<file path="config.mk">
export PLATFORM = sky130hd
export DESIGN_NAME = mem_test_ctrl
export DESIGN_NICKNAME = d
export VERILOG_FILES = /design/src/rtl/mem_test_ctrl.sv
export SDC_FILE = /design/constraint.sdc
export NUM_CORES = 1
export LEC_CHECK = 0
export CORE_ASPECT_RATIO = 0.75
export CORE_MARGIN = 2
export CORE_UTILIZATION = 35
export CTS_CLUSTER_DIAMETER = 40
export CTS_CLUSTER_SIZE = 16
export DETAILED_ROUTE_END_ITERATION = 10
export DONT_BUFFER_PORTS = 1
export GPL_TIMING_DRIVEN = 0
export PLACE_DENSITY_LB_ADDON = 0.12
export SLEW_MARGIN = 20
export SYNTH_ARGS = -nofsm -noshare
export SYNTH_HDL_FRONTEND = slang
export SYNTH_SLANG_ARGS = --single-unit
</file>
<file path="constraint.sdc">
create_clock -name clk -period 2.45 [get_ports clk]
set_input_delay 0.3675 -clock clk [delete_from_list [all_inputs] [get_ports clk]]
set_output_delay 0.3675 -clock clk [all_outputs]
set_load 0.02 [all_outputs]
</file>
<file path="src/rtl/mem_test_ctrl.sv">
// mem_test_ctrl: sequences four write/read-compare passes over the memory and reports pass/fail
module mem_test_ctrl #(
  parameter int RD_WAIT     = 1,
  parameter bit STOP_ON_ERR = 1'b1
) (
  input  logic       clk,
  input  logic       rst,
  input  logic       start,
  input  logic       done,
  input  logic       error,
  output logic [2:0] pass,
  output logic [2:0] state,
  output logic       loadA,
  output logic       loadD,
  output logic       we,
  output logic       oe,
  output logic       busy,
  output logic       test_done,
  output logic       test_fail
);
  typedef enum logic [3:0] {IDLE, WADR, WDAT, WRITE, RADR, RDAT, RWAIT, CMP, EVAL, PASS, FAIL} st_t;
  st_t cs, ns;
  logic [3:0] cnt;
  // state, pass number and read-wait counter registers
  always_ff @(posedge clk or negedge rst) begin
    if (!rst) begin
      cs   <= IDLE;
      pass <= 3'd0;
      cnt  <= 4'd0;
    end else begin
      cs <= ns;
      if (cs == CMP && done && ns != FAIL) pass <= pass + 3'd1;
      if (ns == RWAIT && cs != RWAIT) cnt <= 4'(RD_WAIT - 1);
      else if (cs == RWAIT) cnt <= cnt - 4'd1;
    end
  end
  // next-state: write loop, read loop, evaluation; an early error aborts when enabled
  always_comb begin
    ns = cs;
    case (cs)
      IDLE:    ns = start ? WADR : IDLE;
      WADR:    ns = WDAT;
      WDAT:    ns = WRITE;
      WRITE:   ns = done ? RADR : WADR;
      RADR:    ns = RDAT;
      RDAT:    ns = RWAIT;
      RWAIT:   ns = (cnt == 4'd0) ? CMP : RWAIT;
      CMP:     ns = !done ? RADR : (pass == 3'd3) ? EVAL : WADR;
      EVAL:    ns = error ? FAIL : PASS;
      default: ns = cs;
    endcase
    if (STOP_ON_ERR && busy && error) ns = FAIL;
  end
  // Moore outputs decoded from the current state
  always_comb begin
    state     = (cs == IDLE) ? 3'b000 :
                (cs inside {WADR, WDAT, WRITE}) ? 3'b001 :
                (cs inside {RADR, RDAT, RWAIT}) ? 3'b010 :
                (cs == CMP) ? 3'b100 : 3'b011;
    loadA     = (cs == WADR) || (cs == RADR);
    loadD     = (cs == WDAT) || (cs == RDAT);
    we        = (cs == WRITE);
    oe        = (cs == RWAIT) || (cs == CMP);
    busy      = !(cs inside {IDLE, PASS, FAIL});
    test_done = (cs == PASS);
    test_fail = (cs == FAIL);
  end
endmodule

</file>
## After elaboration in Yosys (flattened, before gate mapping)

Cells that the tools add are included.
Widths: inputs -> output; s select.

- Add/subtract/negate cells: 2
- Multiply operators: 0
- Divide/modulo/power cells: 0
- Magnitude comparators: 0
- Equality and inequality tests: 14
- Shifts and indexed selects: 0
- Multiplexer cells: 14
- Bitwise gates (word level): 0
- Reductions and logical operators: 14

Operators by type and width:

| kind | number |
|---|---|
| $pmux 4 s9 | 1 |
| $eq 4x3->1 const B | 5 |
| $mux 4 | 5 |
| $mux 3 | 5 |
| $eq 4x4->1 const B | 3 |
| $reduce_bool 3->1 | 3 |
| $eq 4x2->1 const B | 2 |
| $logic_not 4->1 | 2 |
| $eq 4x1->1 const B | 1 |
| $logic_and 1x1->1 | 4 |
| $ne 4x3->1 const B | 1 |
| $ne 4x4->1 const B | 1 |
| $sub 4x1->4 const B | 1 |
| $add 3x1->3 const B | 1 |
| $eq 3x2->1 const B | 1 |
| $logic_or 1x1->1 | 3 |
| $mux 1 | 2 |
| $mux 2 | 1 |
| $reduce_bool 2->1 | 1 |
| $logic_not 1->1 | 1 |

- Bits in registers: 11
- Bits in latches: 0
- Bits in writable memories: 0
- Memory bits (read-only): 0
- Input bits: 5
- Output and inout bits: 13
- Memories: 0

## Depth between registers and ports, before layout

- Word-level depth: 8
- Mapped depth: 5
- Depth with buffers taken out: 5

## Least setup slack after synthesis

Ideal clock, no wire load.

- Path kind: reg-to-output
- From: register cs[0]
- To: output loadD
- Data arrival time: 1.373 ns
- Data required time: 2.082 ns
- Setup slack: 0.709 ns
- Cell stages (with the launch flop): 5
- Path buffers: 2
- Path through: dfrtp_1 > buf_6 > clkbuf_1 > or3_1 > a21oi_1

- Longest elaborated chain between the ends: 2
- Elaborated cells between the ends (all ways): 3

Ends and longest elaborated chain:

| item | RTL line | text |
|---|---|---|
| start: declaration | 22 | `st_t cs, ns;` |
| start signal: assignment | 31 | `cs <= ns;` |
| $eq 4x2->1 / $eq 4x3->1 (equally long branches) | 61 | `loadD = (cs == WDAT) \|\| (cs == RDAT);` |
| $logic_or 1x1->1 * | 61 |  |
| end: declaration | 14 | `output logic loadD,` |

Mark *: on every way between the ends. The rest lies on a longest branch, timed or not.

## Final worst setup path

Same ends and word-level chain as after synthesis.

==> results.ini <==
[placed_design]
place_congestion=0.804
dpl.hpwl_um=1240
pre_cts_ws_ns=0.585
post_dp_cell_area_um2=792
io_buffers=0

[synth]
synthXorXnorAreaFrac_pct=4.60
synth-simple-area-share_pct=28.2
synth-edff-count=0
synthCells=90
synth_top_area_share_pct=36.1
synth_top_family_by_area=simple AND/OR/NAND/NOR gates
async_flop_share_pct=100
synthMuxAreaShare_pct=1.48
synth_area_um2=762
synth_fa_ha_area_share_pct=6.57
syn_avg_cell_area_um2=8.47
yosys-top-cells-count=nor2_1, dfrtp_1, nor3_1
ys_ff_latch=11
synthTopCellsByArea=dfrtp_1, ha_1, nor2_1, nor3_1, or3_1
synth-seq-area-share_pct=36.1
ys_warn_count=0
yosysTopAreaCell=dfrtp_1
synth_top_flop_cell=dfrtp_1
yosysUniqueCellTypes=34
synth_compound_gate_area_share_pct=15.9
yosysMostFrequentCell=nor2_1
syn_nets=99

[pwr]
power_frac_comb_pct=39.8
sw_frac_of_total_pct=39.1
p_seq_share_pct=38.2
p_total_mw=0.563
peakVddDrop_v=0.000297
power.internal_mw=0.343
clockPowerShare_pct=22.0
power.density_nw_per_um2=679
p_sw_mw=0.220
p_leak_nw=0.364

[setup_path]
crit_required_ns=2.08
cp_max_fo=10
rr_startpoint=cs[0]$_DFF_PN0_
crit_arrival_ns=1.78
critPathLaunch=cs[0]$_DFF_PN0_
critPathKind=register to output port
critPathCaptureType=output port
cp-start-kind=register
rrSetupSlack_ns=0.69

[clock_tree]
cts_tree=done
clock_sinks=11
cts_inserted_buffers=3
cts_max_level=1
cts.clk_slew.worst_paths_ns=0.07
cts_repair_resize_count=0
insertion_delay_ns=0.26
clk_path_buf_depth=2
cts_setup_buffers=0
holdBufCountCts=1
cts_root_buffer=clkbuf_4

[timing]
worstMarginPinSlew_ns=0.635
fin_crit_ns=2.15
hold_violations=0
fin_skew_ns=0.00132
min_period_over_period_pct=87.7
relSlewSlack_pct=57.4
fin_tns_setup_ns=0
max_freq_mhz=466
setup-violations-final=0
setup_slack_ns=0.302
maxSlewViolCount=0
hold_ws_ns=0.502
rsz0062_at_grt=no

[layout]
final_cell_area_um2=828
fillers=211
seq_area_um2=275
synthToLayoutAreaGrowth_pct=8.70
diodes=0
final_nets=105
drive_gt1_share_pct=10.5
multi_input_area_um2=433

[hold_path]
holdCritStartpoint=done
worst_hold_path_type=input pin to register

[global_routing]
grt_use_met3_pct=6.43
grt_pass1_wl_um=2950
antenna_found_initial=0
grt_max_degree=12
top_usage_layer=met2
grt_util_met1_pct=21.8
use_met2_pct=22.0
grt_pass1_vias=610
gr-usage-all-layers_pct=15.2
grt_overflow=0

[drt]
drc=0
routedWlPerCell_um=14.5
routed_wirelength_um=1730
antenna_left=0
via_per_inst=5.39
drtIter0Drc=15
via_count=642
drt_first_pass_iters=4

[die]
rows=14
initial_utilization_pct=37.5
die_h_um=44.4
die_area_um2=2570
coreArea_um2=2030
ios=18
die_w_um=57.9

[job]
max_cap_violations=0

[run_status]
status=finished, final reports clean

## final timing paths
check                                      to  cells after the start
setup / recovery                        loadD                      4
hold / removal                cs[2]$_DFF_PN0_                      3
setup reg to reg              cs[3]$_DFF_PN0_                      5
hold reg to reg            cnt[3]$_DFFE_PN0P_                      2
max in group asynchronous     cs[2]$_DFF_PN0_                      1
min in group asynchronous     cs[0]$_DFF_PN0_                      1
## cells in the final DEF, fill, tap and decap left out, types with 2 or more instances in the layout
master    Yosys  final
nor2_1       12     12
nand3_1       2      2
o21ai_0       3      3
or3_1         5      5
a21o_1        2      2
ha_1          4      4
a21oi_1       4      4
clkbuf_4      0      3
inv_1         5      5
nand2b_1      2      2
clkbuf_1      5      6
nor3_1        7      7
nand2_1       5      5
xor2_1        3      3
dfrtp_1      11     11
## registers in the layout, indices dropped and copies added, names as in the netlist
signal and cells:
cs 4, cnt 4, pass 3
## per-layer routing
metal  share of wire [%]  vias up  wire, um
met2                  45       14       780
met1                  50      303       867
li1                    -      325         -
met3                 4.6        0        79
met4                   0        0         0
met5                   0        -         0
## power by group through the flow
| stage | clock, mW | sequential [mW] | combinational (mW) |
|---|---|---|---|
| after detailed placement | 0 | 0.219 | 0.219 |
| after global routing | 0.140 | 0.218 | 0.248 |
| after CTS | 0.131 | 0.215 | 0.225 |
| final | 0.124 | 0.215 | 0.224 |
| after floorplan | 0 | 0.214 | 0.184 |
| after global placement | 0 | 0.218 | 0.217 |
## area by class of cell
class,instances,area share [%]
Inverter,5,2.27
Buffer,7,4.23
Tap cell,24,3.63
Clock buffer,4,3.17
Multi-Input combinational cell,67,52.3
Timing Repair Buffer,1,1.21
Sequential cell,11,33.2
## kinds of logic after synthesis
logic type      Yosys count
mux                       1
simple gates             40
compound gates           18
flops                    11
buf+inv                  12
fa+ha+maj                 4
xor+xnor                  4
## per-stage QoR
| step | instances | utilization, % |
|---|---|---|
| floorplan | 90 | - |
| global placement | 114 | 39.0 |
| detailed placement | 114 | 39.0 |
| CTS | 119 | 40.8 |
| global route | 119 | 40.8 |
| finish | 119 | 40.8 |
## critical path, cell delays in order, from the launching register on
cell      delay, ns
dfrtp_1        0.38
buf_6          0.13
clkbuf_1       0.23
or3_1          0.39
a21oi_1        0.38
No activity file was read; power rests on OpenSTA's default activity.
